[config.mk]
export PLATFORM = sky130hd
export DESIGN_NAME = preg_freelist
export DESIGN_NICKNAME = d
export VERILOG_FILES = /design/src/rtl/preg_freelist.sv
export SDC_FILE = /design/constraint.sdc
export NUM_CORES = 1
export LEC_CHECK = 0
export BUFFER_PORTS_ARGS = -buffer_cell sky130_fd_sc_hd__buf_2
export CORE_ASPECT_RATIO = 0.5
export CORE_MARGIN = 2
export CORE_UTILIZATION = 55
export CTS_CLUSTER_DIAMETER = 100
export DETAILED_ROUTE_END_ITERATION = 6
export GPL_ROUTABILITY_DRIVEN = 0
export PLACE_DENSITY = 0.77
export SYNTH_ARGS = -nofsm -noshare
export SYNTH_HDL_FRONTEND = slang
export SYNTH_SLANG_ARGS = --single-unit
[constraint.sdc]
create_clock -name clock -period 4.6 [get_ports clock]
set_input_delay 0.23 -clock clock [delete_from_list [all_inputs] [get_ports clock]]
set_output_delay 0.23 -clock clock [all_outputs]
set_load 0.02 [all_outputs]
[src/rtl/preg_freelist.sv]
// Circular free list of physical registers for rename: hands out up to two pregs per cycle,
// reclaims up to two stale pregs per cycle at commit, and rewinds on misprediction recovery.
module preg_freelist #(
  parameter int PREG_SIZE = 64,
  parameter int LREG_NUM  = 32
) (
  input  logic                         clock,
  input  logic                         reset_n,
  input  logic                         alloc_req0,
  input  logic                         alloc_req1,
  output logic                         alloc_ready,
  output logic                         alloc_en0,
  output logic [$clog2(PREG_SIZE)-1:0] alloc_addr0,
  output logic                         alloc_en1,
  output logic [$clog2(PREG_SIZE)-1:0] alloc_addr1,
  input  logic                         commit_free_en0,
  input  logic [$clog2(PREG_SIZE)-1:0] commit_free_addr0,
  input  logic                         commit_free_en1,
  input  logic [$clog2(PREG_SIZE)-1:0] commit_free_addr1,
  input  logic [1:0]                   rob_state,
  input  logic                         rob_walk0_valid,
  input  logic [$clog2(PREG_SIZE)-1:0] rob_walk0_prd,
  input  logic                         rob_walk1_valid,
  input  logic [$clog2(PREG_SIZE)-1:0] rob_walk1_prd,
  output logic [$clog2(PREG_SIZE-LREG_NUM):0] free_count
);

  localparam int PW       = $clog2(PREG_SIZE);
  localparam int FL_DEPTH = PREG_SIZE - LREG_NUM;
  localparam int IW       = $clog2(FL_DEPTH);
  localparam int PTRW     = IW + 1;

  localparam logic [1:0] ROB_STATE_IDLE          = 2'd0;
  localparam logic [1:0] ROB_STATE_WALKING       = 2'd1;
  localparam logic [1:0] ROB_STATE_OVERWRITE_RAT = 2'd2;

  logic [PW-1:0]   mem_reg [FL_DEPTH];
  logic [PTRW-1:0] head_reg, head_next;
  logic [PTRW-1:0] tail_reg, tail_next;
  logic [PTRW-1:0] arch_head_reg, arch_head_next;

  logic            is_idle;
  logic [IW-1:0]   head_idx, head_idx1, tail_idx, tail_idx1;
  logic [PTRW-1:0] alloc_cnt, free_cnt, walk_cnt, spec_cnt;
  logic            wr0_en, wr1_en;
  logic [PW-1:0]   wr0_data;

  assign is_idle     = (rob_state == ROB_STATE_IDLE);
  assign free_count  = tail_reg - head_reg;
  // Readiness looks only at the registered count; same-cycle frees are not bypassed.
  assign alloc_ready = is_idle && (free_count >= PTRW'(2));
  assign alloc_en0   = alloc_req0 & alloc_ready;
  assign alloc_en1   = alloc_req1 & alloc_ready;

  assign head_idx    = head_reg[IW-1:0];
  assign head_idx1   = head_idx + IW'(1);
  assign tail_idx    = tail_reg[IW-1:0];
  assign tail_idx1   = tail_idx + IW'(1);

  // A lone slot-1 request takes the head entry so the list stays compact.
  assign alloc_addr0 = mem_reg[head_idx];
  assign alloc_addr1 = (alloc_en1 && !alloc_en0) ? mem_reg[head_idx] : mem_reg[head_idx1];

  assign alloc_cnt = PTRW'(alloc_en0) + PTRW'(alloc_en1);
  assign free_cnt  = PTRW'(commit_free_en0) + PTRW'(commit_free_en1);
  assign walk_cnt  = PTRW'(rob_walk0_valid) + PTRW'(rob_walk1_valid);
  assign spec_cnt  = head_reg - arch_head_reg;

  assign wr0_en   = commit_free_en0 | commit_free_en1;
  assign wr1_en   = commit_free_en0 & commit_free_en1;
  assign wr0_data = commit_free_en0 ? commit_free_addr0 : commit_free_addr1;

  always_comb begin
    head_next = head_reg;
    case (rob_state)
      ROB_STATE_IDLE:          head_next = head_reg + alloc_cnt;
      ROB_STATE_WALKING:       head_next = head_reg - walk_cnt;
      ROB_STATE_OVERWRITE_RAT: head_next = arch_head_reg;
      default:                 head_next = head_reg;
    endcase
  end

  assign tail_next      = tail_reg + free_cnt;
  assign arch_head_next = arch_head_reg + free_cnt;

  always_ff @(posedge clock or negedge reset_n) begin
    if (!reset_n) begin
      head_reg      <= '0;
      tail_reg      <= {1'b1, {IW{1'b0}}};
      arch_head_reg <= '0;
    end else begin
      head_reg      <= head_next;
      tail_reg      <= tail_next;
      arch_head_reg <= arch_head_next;
    end
  end

  // Storage resets to the non-architectural pregs, so it lives in flops rather than RAM.
  always_ff @(posedge clock or negedge reset_n) begin
    if (!reset_n) begin
      for (int i = 0; i < FL_DEPTH; i++) mem_reg[i] <= PW'(LREG_NUM + i);
    end else begin
      for (int i = 0; i < FL_DEPTH; i++) begin
        if (wr0_en && (tail_idx == IW'(i)))
          mem_reg[i] <= wr0_data;
        else if (wr1_en && (tail_idx1 == IW'(i)))
          mem_reg[i] <= commit_free_addr1;
      end
    end
  end

  a_no_overflow: assert property (@(posedge clock) disable iff (!reset_n)
    wr0_en |-> (free_count != PTRW'(FL_DEPTH)));

  a_walk_not_past_arch: assert property (@(posedge clock) disable iff (!reset_n)
    (rob_state == ROB_STATE_WALKING) |-> (spec_cnt >= walk_cnt));

  a_walk0_prd: assert property (@(posedge clock) disable iff (!reset_n)
    (rob_state == ROB_STATE_WALKING && rob_walk0_valid)
      |-> (rob_walk0_prd == mem_reg[head_idx - IW'(1)]));

  a_walk1_prd: assert property (@(posedge clock) disable iff (!reset_n)
    (rob_state == ROB_STATE_WALKING && rob_walk0_valid && rob_walk1_valid)
      |-> (rob_walk1_prd == mem_reg[head_idx - IW'(2)]));

endmodule
==> qor.txt <==
Crit path time final - 4.179 ns
Final setup TNS - 0 ns
Die extent in y - 117.3 um
WHS Path Cells - 3
Slowest stage cell, crit path - a21oi_1
Final non-filler cell total - 1,765
Worst-case reg-to-reg path depth - 16
Largest net degree at the start of global routing - 119
Worst path cell trace - inv_2 > ha_1 > inv_1 > fa_1 > a21o_1 > a21oi_1 > xnor2_1 > nor4_1 > a21oi_1 > mux2_2 > buf_2
Area contributors post-synth - dfstp_2 21%, dfrtp_1 17%, mux4_2 17%
Min-delay src - commit_free_addr0[3]
Max IR drop VDD - 0.3521 mV
Layout cells sized above 1 - 28.45%
Initial antenna violation count - 1
Setup Fix Bufs, Post-CTS - 0
DRC viols - 0
Port Buffer Count - 42
Ports - 55
Setup Viol. Count Final - 0
Final Cycle Share - 90.84%
Fmax - 0.2393 GHz
Pleak - 6.188 nW
Fillers - 1,998
Setup CP Type - reg -> out
WP data required - 4.37 ns
Startpoint Class - flip-flop
CTS HTree Levels - 1
# nets final - 1,465
Critical path arrival - 3.95 ns
Post-synth top area cell - dfstp_2
CTS Hold Buffers Added - 1
Initial Util - 56.04%
FF+latch count, synth - 210
Drt wl/cell - 24.14 um
Worst setup EP type - primary output
Multi-input logic area - 8155 sq um
Die width - 230.6 um
Status - completed
Slew @ Worst Pin - 1.237 ns
Clock root cell - clkbuf_16
Syn avg cell area - 9.702 sq um
Gr usage total - 32.08%
Ys async rst share - 100.0%
Crit-path max FO - 15
Total gr overflow - 0
Ys flop type - dfstp_2
Max-Cap Viols - 0
Most numerous cell on the critical path - a21oi_1
Sequential share of the synthesized area - 38.23%
RR Startpoint - tail_reg[0]
Synth top cells by count - 268 x nand2_1, 184 x o21ai_1, 113 x dfstp_2
Post-detail-place hpwl - 28.41 mm
Die area - 27,040 sq um
# clock sinks - 210
WHS Endpoint - mem_reg[99]
Worst-case clock buffer depth - 3
Vias - 11,850
Clock-pin transition on the worst setup and hold timing paths - 0.06 ns
RSZ-0062 raised after global routing - no
Syn nets - 1,516
Slowest Stage Delay on Critical Path - 0.82 ns
Antenna viol nets, final - 0
Relative max-transition margin - 15.78%
Site row count - 41
Slew Viols, Final - 0
Gate Count Post-Synth - 1,455
Synth Cell Area - 14,120 sq um
Post-synth EDFFs - 0
Core Area - 25,190 sq um
Final hold vios - 0
First-pass detailed-route iteration total - 7
Max FFs per register - 192
PostCTS Resize Cnt - 0
Area growth, synth to finish - 7.959%
Yosys top cell area share - 21.03%
Post-synth cell types - 50
Dpl cells - 1,723
Most frequent cell after synthesis - nand2_1
Power Dens Cells - 781.3 nW/um^2
First-pass GRT wire length - 66.09 mm
Min-Delay Path Class - in -> reg
Routed wire length - 42.60 mm
CTS tree - yes
Worst hold margin - 0.2090 ns
Sequential Area - 5401 sq um
Layout Skew - 0.02132 ns
Via/cell ratio - 6.712
Worst-Skew Late Latency - 0.53 ns
CTS buffer count - 22
Vias in the first global route - 11,140
R2R Path End - head_reg[5]
Synth warnings - 0
Final total power - 11.91 mW
Iteration-0 DRC Markers - 1,884
Flop-to-flop setup slack - 0.73 ns
[stage by stage]
step	cell area, sq um	setup slack [ns]	utilization, %
final	15240	0.4215	60.50
after global routing	15240	0.1932	60.49
after CTS	15240	0.5297	60.49
after detailed placement	14490	0.8146	57.54
after global placement	14490	0.9852	57.54
after floorplan	14120	0.7306	-
[cells by family (layout without fill, tap and decap cells)]
logic type / Yosys count / after routing / synth area share, %
other: 0 / 1 / 0
muxes: 241 / 241 / 27.27
adders and majority gates: 27 / 27 / 2.659
AOI/OAI and AO/OA: 353 / 353 / 13.37
and+or+nand+nor: 440 / 440 / 12.60
xor gates and xnor gates: 18 / 18 / 1.117
DFF: 210 / 210 / 38.23
buffers and inverters: 166 / 131 / 4.751
[layout by cell type, fill, tap and decap left out, types with 11 or more instances in the layout]
cell type,count
nand2_1,268
o21ai_1,184
dfstp_2,113
nor2_1,109
mux4_2,107
a21oi_1,95
dfrtp_1,95
mux2_2,68
mux2i_1,49
buf_2,41
o21ai_0,35
inv_1,23
clkbuf_16,22
ha_1,21
buf_4,20
nand3_1,18
nor3_1,14
xnor2_1,11
mux2_1,11
[report_power, final]
| group | switching, mW | internal, mW |
|---|---|---|
| clock network | 0.800 | 1.04 |
| logic | 3.39 | 2.82 |
| registers | 0.804 | 3.06 |
| total | 4.99 | 6.92 |
[worst max-delay path: cells and delay by family, from the launching register on]
| kind | cells | cell delay (ns) |
|---|---|---|
| adders and majority gates | 2 | 0.58 |
| DFF | 1 | 0.57 |
| and+or+nand+nor | 1 | 0.10 |
| muxes | 1 | 0.45 |
| AOI/OAI and AO/OA | 3 | 1.17 |
| xor gates and xnor gates | 1 | 0.17 |
| buffers and inverters | 3 | 0.40 |
[metal layers]
layer  track usage (%)  routed length, um  up-vias  share of wire [%]
met5            0.3472                 13        -              0.031
met3             9.181               5992      122                 14
met2             49.98              18880      859                 44
met1             44.29              16270     5770                 38
li1                  -                  -     5094                  -
met4             9.419               1445        2                3.4
[final cells by class]
| cell class | count | area share [%] |
|---|---|---|
| antenna | 1 | 0.01642 |
| clock inverter | 10 | 0.6076 |
| clock buffer | 30 | 4.204 |
| multi-input combinational | 1079 | 53.51 |
| timing repair buffer | 65 | 2.750 |
| tap | 344 | 2.824 |
| sequential | 210 | 35.44 |
| inverter | 26 | 0.6404 |
[worst max-delay path by stage]
stage,startpoint,end,slack [ns],cells after the start
floorplan,head_reg[1],head_reg[5],0.73,16
detailed placement,tail_reg[0],head_reg[5],0.81,16
global placement,tail_reg[0],head_reg[5],0.99,16
finish,tail_reg[0],alloc_addr1[4],0.42,11
CTS,tail_reg[0],alloc_addr1[4],0.53,11
global route,head_reg[0],alloc_addr1[4],0.19,8
Note: power is estimated with default switching activity, not from simulation.
